[src/rtl/rf_write_ctrl.sv]
// Write-side controller for the 2R1W register file: merges an always-accepted
// single-cycle producer (A) with a FIFO-buffered handshake producer (B).
module rf_write_ctrl #(
  parameter int DW    = 32,
  parameter int AW    = 3,
  parameter int DEPTH = 4
) (
  input  logic          clk,
  input  logic          n_rst,
  input  logic          a_valid,
  input  logic [AW-1:0] a_addr,
  input  logic [DW-1:0] a_data,
  input  logic          b_valid,
  output logic          b_ready,
  input  logic [AW-1:0] b_addr,
  input  logic [DW-1:0] b_data,
  output logic          rf_we,
  output logic [AW-1:0] rf_wa,
  output logic [DW-1:0] rf_wd,
  input  logic [AW-1:0] ra1,
  input  logic [AW-1:0] ra2,
  input  logic [DW-1:0] rf_rd1,
  input  logic [DW-1:0] rf_rd2,
  output logic [DW-1:0] op1,
  output logic [DW-1:0] op2,
  output logic          busy1,
  output logic          busy2
);

  localparam int            PW       = $clog2(DEPTH);
  localparam logic [PW:0]   FULL_CNT = (PW+1)'(DEPTH);

  logic [AW-1:0]    ent_addr [DEPTH];
  logic [DW-1:0]    ent_data [DEPTH];
  logic [DEPTH-1:0] ent_valid;
  logic [PW-1:0]    wr_ptr;
  logic [PW-1:0]    rd_ptr;
  logic [PW:0]      count;

  logic push;
  logic pop;
  logic b_squash;

  assign b_ready  = (count != FULL_CNT);
  assign push     = b_valid && b_ready;
  // A owns the write port whenever it is valid, so the FIFO only drains on idle-A cycles.
  assign pop      = !a_valid && (count != '0);
  // A is younger than anything from B, so a same-cycle B beat to the same register is dead on arrival.
  assign b_squash = a_valid && (b_addr == a_addr);

  // NOTE: sequential state uses non-blocking assignments so every register samples pre-edge values.
  always_ff @(posedge clk or negedge n_rst) begin
    if (!n_rst) begin
      wr_ptr    <= '0;
      rd_ptr    <= '0;
      count     <= '0;
      ent_valid <= '0;
    end else begin
      if (push) wr_ptr <= wr_ptr + 1'b1;
      if (pop)  rd_ptr <= rd_ptr + 1'b1;

      case ({push, pop})
        2'b10:   count <= count + 1'b1;
        2'b01:   count <= count - 1'b1;
        default: count <= count;
      endcase

      // Squashed entries stay in place and still consume a pop slot later.
      for (int i = 0; i < DEPTH; i++) begin
        if (a_valid && ent_valid[i] && (ent_addr[i] == a_addr))
          ent_valid[i] <= 1'b0;
      end
      if (pop)  ent_valid[rd_ptr] <= 1'b0;
      if (push) ent_valid[wr_ptr] <= !b_squash;
    end
  end

  // NOTE: the payload array has no reset; its valid bits alone decide whether a slot means anything.
  always_ff @(posedge clk) begin
    if (push) begin
      ent_addr[wr_ptr] <= b_addr;
      ent_data[wr_ptr] <= b_data;
    end
  end

  always_ff @(posedge clk or negedge n_rst) begin
    if (!n_rst) begin
      rf_we <= 1'b0;
      rf_wa <= '0;
      rf_wd <= '0;
    end else if (a_valid) begin
      rf_we <= 1'b1;
      rf_wa <= a_addr;
      rf_wd <= a_data;
    end else if (pop) begin
      rf_we <= ent_valid[rd_ptr];
      if (ent_valid[rd_ptr]) begin
        rf_wa <= ent_addr[rd_ptr];
        rf_wd <= ent_data[rd_ptr];
      end
    end else begin
      rf_we <= 1'b0;
    end
  end

  // NOTE: defaults first in always_comb so no path leaves an output unassigned (no latch).
  always_comb begin
    busy1 = 1'b0;
    busy2 = 1'b0;
    for (int i = 0; i < DEPTH; i++) begin
      busy1 = busy1 | (ent_valid[i] && (ent_addr[i] == ra1));
      busy2 = busy2 | (ent_valid[i] && (ent_addr[i] == ra2));
    end
  end

  assign op1 = (rf_we && (rf_wa == ra1)) ? rf_wd : rf_rd1;
  assign op2 = (rf_we && (rf_wa == ra2)) ? rf_wd : rf_rd2;

endmodule

[config.mk]
export PLATFORM = sky130hd
export DESIGN_NAME = rf_write_ctrl
export DESIGN_NICKNAME = d
export VERILOG_FILES = /design/src/rtl/rf_write_ctrl.sv
export SDC_FILE = /design/constraint.sdc
export NUM_CORES = 1
export LEC_CHECK = 0
export BUFFER_PORTS_ARGS = -buffer_cell sky130_fd_sc_hd__buf_2
export CAP_MARGIN = 15
export CORE_MARGIN = 5
export CORE_UTILIZATION = 40
export CTS_CLUSTER_SIZE = 14
export DETAILED_ROUTE_END_ITERATION = 12
export SLEW_MARGIN = 40
export SYNTH_ARGS = -nofsm -noshare
export SYNTH_HDL_FRONTEND = slang
export SYNTH_SLANG_ARGS = --single-unit
[constraint.sdc]
create_clock -name clk -period 3.22 [get_ports clk]
set_clock_uncertainty 0.15 [all_clocks]
set_input_delay 0.483 -clock clk [delete_from_list [all_inputs] [get_ports clk]]
set_output_delay 0.483 -clock clk [all_outputs]
set_load 0.02 [all_outputs]
---- Word level (Yosys, flattened, before mapping) ----
Memory sizes are Yosys's and may differ from the RTL's.
Index checks and enable logic that the tools add are counted.
word-level totals
  bits in registers ....................... 47
  RAM bits ................................ 140
  bits of input ports ..................... 144
  output and inout bits ................... 103
  word-level logic and storage cells ...... 99
  memories ................................ 2
cells by class
  add/subtract/negate cells ............... 4
  order comparisons ....................... 4
  equal/unequal tests ..................... 18
  multiplexer cells ....................... 26
  bitwise operators ....................... 8
  reduce and logical (&&, ||, !) cells .... 30
memories
  memory    words  width  rd ports  clocked after memory_dff  write ports  RTL line  source
  ent_data  4      32     1         0                         1            34        logic [DW-1:0] ent_data [DEPTH];
  ent_addr  4      3      5         0                         1            33        logic [AW-1:0] ent_addr [DEPTH];
operator list
  operator               number
  $mux W32               5
  $eq A3 B3 Y1           15
  $logic_and A1 B1 Y1    23
  $mux W1                11
  $mux W3                3
  $mux W4                2
  $lt A2 B3 Y1 const B   2
  $or A1 B1 Y1           6
  $pmux W3 S2            1
  $reduce_bool A2 Y1     3
  $add A2 B1 Y2 const B  2
  $and A4 B4 Y4          1
  $bwmux W4              1
  $demux W1 S2           2
  $ge A2 B1 Y1 const B   2
  $not A4 Y4             1
  $add A3 B1 Y3 const B  1
  $ne A3 B3 Y1 const B   1
  $reduce_bool A3 Y1     1
  $sub A3 B1 Y3 const B  1
  $bmux W1 S2            1
  $eq A2 B1 Y1 const B   1
  $eq A2 B2 Y1 const B   1
  $logic_not A1 Y1       2
  $reduce_and A2 Y1      1

---- Logic depth before layout (Yosys ltp) ----
Gate-level depths: netlist of the first run.
  depth after elaboration ................. 9
  gate-level depth with buffers ........... 9
  gate-level depth less buffers ........... 9

---- Least setup slack after synthesis of the first run ----
OpenSTA, ideal clock, no wires.
  path type ............................... register to register
  start point ............................. reg count[0]
  end point ............................... reg count[2]
  library setup time ...................... 79 ps
  data arrival time ....................... 2140 ps
  data required time ...................... 2991 ps
  setup slack ............................. 851 ps
  cell stages (with the launch flop) ...... 10
  path buffers ............................ 0
  period minus slack after synthesis ...... 2369 ps
  cell sequence ........................... dfrtp_1 > or3b_1 > and2_1 > inv_1 > ha_1 > inv_1 > fa_1 > xor2_1 > nor2_1 > xor2_1
between the ends
  word-level cells in the longest chain between the ends .. 4
  elaborated cells on any way between the ends .. 10
  those cells by class .................... add/sub: 2; eq/ne: 3; mux: 1; reduce/logical: 4
ends and longest elaborated chain
  what                                               RTL line  source
  start: declaration                                 38        logic [PW:0] count;
  start signal: assignment                           63        2'b10: count <= count + 1'b1;
  start signal: assignment                           64        2'b01: count <= count - 1'b1;
  start signal: assignment                           65        default: count <= count;
  $ne A3 B3 Y1 (*)                                   44        assign b_ready = (count != FULL_CNT);
  via b_ready                                        14        output logic b_ready,
  $logic_and A1 B1 Y1 (*)                            45        assign push = b_valid && b_ready;
  $eq A2 B1 Y1 or $eq A2 B2 Y1 (tied branches)       62        case ({push, pop})
  $pmux W3 S2 or $reduce_bool A2 Y1 (tied branches)  n/a
The timed path passes the listed nets; every way through them passes the cells marked *.
A chain may end at the register's enable or synchronous reset.

---- Worst setup path after layout of the first run ----
  start point ............................. reg rf_wa[0]
  end point ............................... out op1[4]
between the ends
  word-level cells in the longest chain between the ends .. 3
ends and longest elaborated chain
  what                      RTL line  source
  start: declaration        18        output logic [AW-1:0] rf_wa,
  start signal: assignment  93        rf_wa <= a_addr;
  start signal: assignment  98        rf_wa <= ent_addr[rd_ptr];
  $eq A3 B3 Y1              116       assign op1 = (rf_we && (rf_wa == ra1)) ? rf_wd : rf_rd1;
  $logic_and A1 B1 Y1       116
  $mux W32                  116
  end: declaration          24        output logic [DW-1:0] op1,
Every way passes these cells.

==> impl_metrics.tcl, run 1 <==
set metrics [dict create \
    run_status "finished clean" \
    place.gp.congestion 0.829 \
    die-area_mm2 0.0247 \
    worst_skew_pair.late_latency_ns 0.41 \
    synth-xor-area-share_pct 5.06 \
    numClockSinks 187 \
    die_width_um 157 \
    totalNegativeSetupSlack_ns 0 \
    grt_pass1_vias 5838 \
    worst_path_largest_cell_delay_ns 0.45 \
    crit_fanout 22 \
    cts_root_buffer "clkbuf_16" \
    post-route-period-util_pct 84.5 \
    synth_area_leaders "edfxtp_1, dfrtp_1, mux4_2, mux2_2, xnor2_1" \
    min-delay-path-class "in -> reg" \
    postSynthRegisterBits 187 \
    combinational_cell_fraction_of_total_power_pct 37.5 \
    fin_worst_hold_slack_ns 0.128 \
    synthToLayoutAreaGrowth_pct 24.6 \
    fillCellCount 1788 \
    cellInternalPower_uw 5960 \
    worstPathBufferInverterCount 2 \
    yosys_warnings 0 \
    end_kind "primary output" \
    worst_pin_slew_ns 0.796 \
    synthDominantCellAreaShare_pct 48.6 \
    initial_standard_cell_utilization_of_the_core_pct 40.9 \
    cts_inserted_buffers 17 \
    final_critical_path_setup_slack_ns 0.500 \
    rsz_0062_raised_after_global_routing "false" \
    utilization_pct 50.9 \
    finalHoldViolations 0 \
    route.detailed.wl_per_inst_um 20.0 \
    synth_compound_gate_area_share_pct 2.85 \
    drt-total-wl_um 21500 \
    post_drt_via_cell_ratio 5.11 \
    fin_total_pwr_uw 9230 \
    htree_depth 4 \
    synthTopCellsByCount "edfxtp_1, mux2_2, xnor2_1" \
    start_kind "register" \
    worst-endpoint-required_ns 2.59 \
    portBuffers 246 \
    critical_path.top_delay_family "buffers and inverters" \
    synth_top_cell_by_area "edfxtp_1" \
    postRouteAntennaNets 0 \
    grt_util_all_layers_pct 17.3 \
    initialDrtViolationCount 262 \
    synth_sequential_area_ratio_pct 62.2 \
    synth_async_sr_flop_share_pct 25.1 \
    synth-simple-area-share_pct 3.79 \
    worstPathCellList "xnor2_1 > nand4_1 > buf_4 > mux2_2 > buf_2" \
    crit_type "reg -> out" \
    final-setup-viol-count 0 \
    clk_pin_slew_ns 0.07 \
    place.detailed.hpwl_um 15100 \
    synth-adder-area-share_pct 1.53 \
    power.ir.vdd_worst_mv 0.522 \
    relSlewSlack_pct 47.0 \
    post-cts-setup-buffers 0 \
    synth.cell_area_mm2 0.00865 \
    yosys.cell_count.top_type "edfxtp_1" \
    drc 0 \
    final-max-slew-violation-count 0 \
    syn_nets 696 \
    synth_top_family_by_area "multiplexers" \
    final_layout_size_suffix_gt1_share_pct 49.7 \
    num_io_pins 247 \
    cellLeakagePower_uw 0.00430 \
    share_of_power_burned_in_registers_pct 40.1 \
    core.rowCount 53 \
    post_synth_inst_count 542 \
    cts_tree "built" \
    place_worst_setup_slack_ns 0.706 \
    fmax_mhz 368 \
    grt.overflow.total 0 \
    seq_area_mm2 0.00538 \
    antenna_found_initial 3 \
    clock_power_share_pct 22.4 \
    grt_pass1_wl_um 32600 \
    p_switching_uw 3270 \
    post_synth_num_cell_types 30 \
    post_synthesis_mux_area_share_pct 21.9 \
    chipHeight_um 157 \
    synthFlopType "edfxtp_1" \
    power.density_mw_per_mm2 857 \
    critical_path.slowest_cell "dfrtp_1" \
    timing.critical_path.arrival_ns 2.09 \
    clock_path_buffers 2 \
    power.switching_fraction_pct 35.4 \
    overall_via_count_from_detail_route 5499 \
    synth-edff-count 140 \
    postSynthAreaPerCell_um2 16.0 \
    placeableCoreArea_mm2 0.0212 \
    max_cap_viol_count 0 \
    finalWorstPathRequiredPeriod_ns 2.72 \
    grt_start_max_net_pins 45 \
    drtPass1Iterations 5 \
    multiInputGateArea_mm2 0.00306 \
    num-nets-final 940 \
]
flip-flops by register name (all words and copies together) (netlist names):
name / count
ent_data: 128
rf_wd: 32
rf_we: 1
ent_valid: 4
rf_wa: 3
count: 3
rd_ptr: 2
ent_addr: 12
wr_ptr: 2
what timing repair did:
action,4_1_cts,5_1_grt
endpoints found under the hold margin,35,0
hold buffers,1,0
resized for setup,0,0
power by group through the flow:
stage / clock (uW) / combinational (uW) / sequential, uW
after CTS: 2110 / 3540 / 3720
final: 2070 / 3460 / 3710
after floorplan: 0 / 2230 / 3910
after detailed placement: 0 / 3540 / 3770
after global routing: 2230 / 3780 / 3790
after global placement: 0 / 3460 / 3730
metal layers:
| metal | GRT usage (%) | share of wire, % | up-vias |
|---|---|---|---|
| li1 | - | - | 2545 |
| met1 | 21.0 | 39 | 2696 |
| met2 | 30.6 | 52 | 215 |
| met3 | 3.63 | 6.7 | 39 |
| met4 | 6.35 | 2.1 | 4 |
| met5 | 0 | 0.13 | - |
final timing paths:
kind	start	endpoint	slack [ns]	cells after the start
min reg2reg	count[2]	count[2]	0.37	1
max	rf_wa[0]	op1[4]	0.50	5
min	b_data[15]	ent_data[2][15]	0.13	1
min in group asynchronous	n_rst	rf_wd[13]	0.47	2
max reg2reg	count[1]	count[2]	0.74	9
max in group asynchronous	n_rst	rf_wd[0]	1.85	3
logic make-up (layout without fill, tap and decap cells):
kind of cell,count (synthesis),count (layout)
DFF,187,187
muxes,136,136
and+or+nand+nor,70,70
xor gates and xnor gates,50,50
buffers and inverters,45,302
AOI/OAI and AO/OA,44,44
adders and majority gates,10,10
other,0,2
per-stage QoR:
step | instance area, um^2 | cells
finish | 10800 | 1076
global route | 10800 | 1075
CTS | 10800 | 1074
detailed placement | 10200 | 1041
global placement | 10100 | 1041
floorplan | 8650 | 542
final cells by class:
type | instances | area share [%]
sequential | 187 | 50.0
multi-input combinational | 310 | 28.5
timing repair buffer | 261 | 12.5
clock buffer | 20 | 4.24
tap | 275 | 3.19
clock inverter | 12 | 1.25
inverter | 9 | 0.314
antenna | 2 | 0.0465
cell usage in the layout, fill, tap and decap left out, types with 2 or more instances in the layout:
cell type,count
o21ai_1,10
xnor2_1,48
buf_4,15
o21ai_0,27
mux2_2,64
mux2i_1,36
ha_1,9
buf_2,245
a32o_1,2
a41oi_1,2
clkinv_4,2
nand4_1,15
dfrtp_1,45
dfrtp_2,2
bufinv_16,2
and2_0,2
mux4_2,36
inv_1,9
inv_6,3
o31ai_1,2
clkbuf_8,2
clkinvlp_4,3
clkbuf_16,17
nand2_1,44
diode_2,2
edfxtp_1,140
xor2_1,2
and3_4,4
Power figures use the tool's default switching activity.
==> run 2, diff against run 1 <==
--- a/config.mk
+++ b/config.mk
@@ -11,6 +11,7 @@
 export CORE_UTILIZATION = 40
 export CTS_CLUSTER_SIZE = 14
 export DETAILED_ROUTE_END_ITERATION = 12
+export PLACE_DENSITY = 0.67
 export SLEW_MARGIN = 40
 export SYNTH_ARGS = -nofsm -noshare
 export SYNTH_HDL_FRONTEND = slang
==> constraint.sdc (replaced) <==
create_clock -name clk -period 2.4 [get_ports clk]
set_clock_uncertainty 0.15 [all_clocks]
set_input_delay 0.36 -clock clk [delete_from_list [all_inputs] [get_ports clk]]
set_output_delay 0.36 -clock clk [all_outputs]
set_load 0.02 [all_outputs]
==> impl_metrics.tcl, run 2 (synthesis results as in run 1) <==
set metrics [dict create \
    mostFrequentLayoutCell "buf_2" \
    die-area_mm2 0.0247 \
    seq_area_mm2 0.00539 \
    reg2reg_setup_slack_ns 0.16 \
    largest_reg_flops 128 \
    route.detailed.wl_per_inst_um 20.0 \
    run_status "finished with violations" \
    num-nets-final 981 \
    place.gp.congestion 0.822 \
    finalWorstPathRequiredPeriod_ns 2.47 \
    grt_start_max_net_pins 45 \
    clk_pin_slew_ns 0.07 \
    fin_total_pwr_uw 13100 \
    portBuffers 246 \
    timing.critical_path.arrival_ns 1.96 \
    synthToLayoutAreaGrowth_pct 34.8 \
    cts_inserted_buffers 17 \
    mostFrequentLayoutCells "buf_2, edfxtp_1, xnor2_1, nand2_1, dfrtp_1" \
    htree_depth 4 \
    cts_root_buffer "clkbuf_16" \
    power.ir.vdd_worst_mv 0.647 \
    drt-total-wl_um 22300 \
    final-setup-viol-count 64 \
    cellLeakagePower_uw 0.00480 \
    postRouteAntennaNets 0 \
    diodes 0 \
    rsz_0062_raised_after_global_routing "true" \
    beginning_of_the_worst_register_to_register_path "count[0]" \
    clock_path_buffers 2 \
    initialDrtViolationCount 254 \
    critical_path.slowest_cell "dfrtp_2" \
    num_io_pins 247 \
    initial_standard_cell_utilization_of_the_core_pct 40.9 \
    crit-reg2reg-capture "count[2]" \
    fillCellCount 1668 \
    final_layout_size_suffix_gt1_share_pct 49.6 \
    worst_path_largest_cell_delay_ns 0.45 \
    worst-endpoint-required_ns 1.89 \
    start_kind "register" \
    post-route-period-util_pct 103 \
    core.rowCount 53 \
    setup.worst_path.end "op1[3]" \
    final-instance-count-excl-fill 1115 \
    numClockSinks 187 \
    post_drt_via_cell_ratio 5.06 \
    place.detailed.hpwl_um 15100 \
    fmax_mhz 404 \
    chipHeight_um 157 \
    cts_tree "built" \
    totalNegativeSetupSlack_ns -3.58 \
    relSlewSlack_pct 48.4 \
    worstPathCellList "xnor2_1 > nand4_1 > buf_12 > mux2_2 > buf_2" \
    drc 0 \
    final-max-slew-violation-count 0 \
    worst_skew_pair.late_latency_ns 0.42 \
    min-delay-path-class "in -> reg" \
    cell_count_after_placement 1046 \
    crit_fanout 32 \
    overall_via_count_from_detail_route 5644 \
    failed_checks "negative setup slack" \
    largest_register "ent_data" \
    placeableCoreArea_mm2 0.0212 \
    drtPass1Iterations 4 \
    multiInputGateArea_mm2 0.00318 \
    grt_pass1_vias 5859 \
    finish.instance_area_mm2 0.0117 \
    grt_pass1_wl_um 32000 \
    grt_util_all_layers_pct 16.9 \
    finalHoldViolations 0 \
    crit_type "reg -> out" \
    reg2regPathDepth 9 \
    worstSetupStartpoint "rf_wa[2]" \
    final_critical_path_setup_slack_ns -0.0750 \
    die_width_um 157 \
    antenna_found_initial 1 \
    largest_registers "ent_data x128, rf_wd x32, ent_addr x12" \
    placement.cell_area_mm2 0.0103 \
    worst_pin_slew_ns 0.773 \
    end_kind "primary output" \
    power.density_mw_per_mm2 1120 \
    max_cap_viol_count 0 \
    grt.overflow.total 0 \
]
## run 2: where the power goes
part	leakage, uW	switching [uW]	total [uW]	internal, uW
Sequential	0.00184	551	4960	4410
Clock	0.000286	1360	2760	1410
Combinational	0.00267	2830	5350	2520
Total	0.00480	4740	13100	8330
## run 2: final cells by class
cell class              count  area share (%)
inverters                   9           0.290
clock buffers              17            3.65
flip-flops and latches    187            46.2
well taps                 275            2.95
repair buffers            302            18.1
multi-input cells         310            27.3
clock inverters            15            1.46
## run 2: worst min path at each step
stage                     from         endpoint  slack (ns)  depth (start not counted)
floorplan                n_rst         count[0]       -0.09                          0
global placement         n_rst        rf_wd[16]        0.24                          1
detailed placement       n_rst        rf_wd[16]        0.24                          1
CTS                 b_data[29]  ent_data[3][29]      0.0007                          1
global route        b_data[29]  ent_data[1][29]       0.005                          1
finish              b_data[29]  ent_data[0][29]        0.02                          1
## run 2: stage by stage
step	setup WS, ns	hold slack, ns	utilization (%)
global route	-0.151	0.00475	55.1
CTS	-0.124	0.000681	52.9
floorplan	0.0307	-0.0856	-
global placement	0.142	0.238	48.8
detailed placement	0.104	0.241	48.8
finish	-0.0750	0.0159	55.1
## run 2: what timing repair did
item	4_1_cts	5_1_grt
hold buffers	28	1
gates resized for setup	0	105
pin swaps	0	8
hold endpoints to repair	124	4
cloned	0	3
buffers inserted	0	5
endpoints found under the setup margin	64	65
## run 2: worst max-delay path, delay by kind of cell (launching register included)
family | cells | cell delay [ns]
XOR/XNOR | 1 | 0.14
AND/OR/NAND/NOR | 1 | 0.15
buffers and inverters | 2 | 0.41
flip-flops | 1 | 0.45
multiplexers | 1 | 0.37
## run 2: per-layer routing
layer | wire length [um] | GRT usage, % | vias up
li1 | - | - | 2625
met3 | 1640 | 4.37 | 11
met4 | 237 | 3.81 | 2
met5 | 13 | 0 | -
met1 | 9310 | 21.9 | 2781
met2 | 11100 | 28.9 | 225
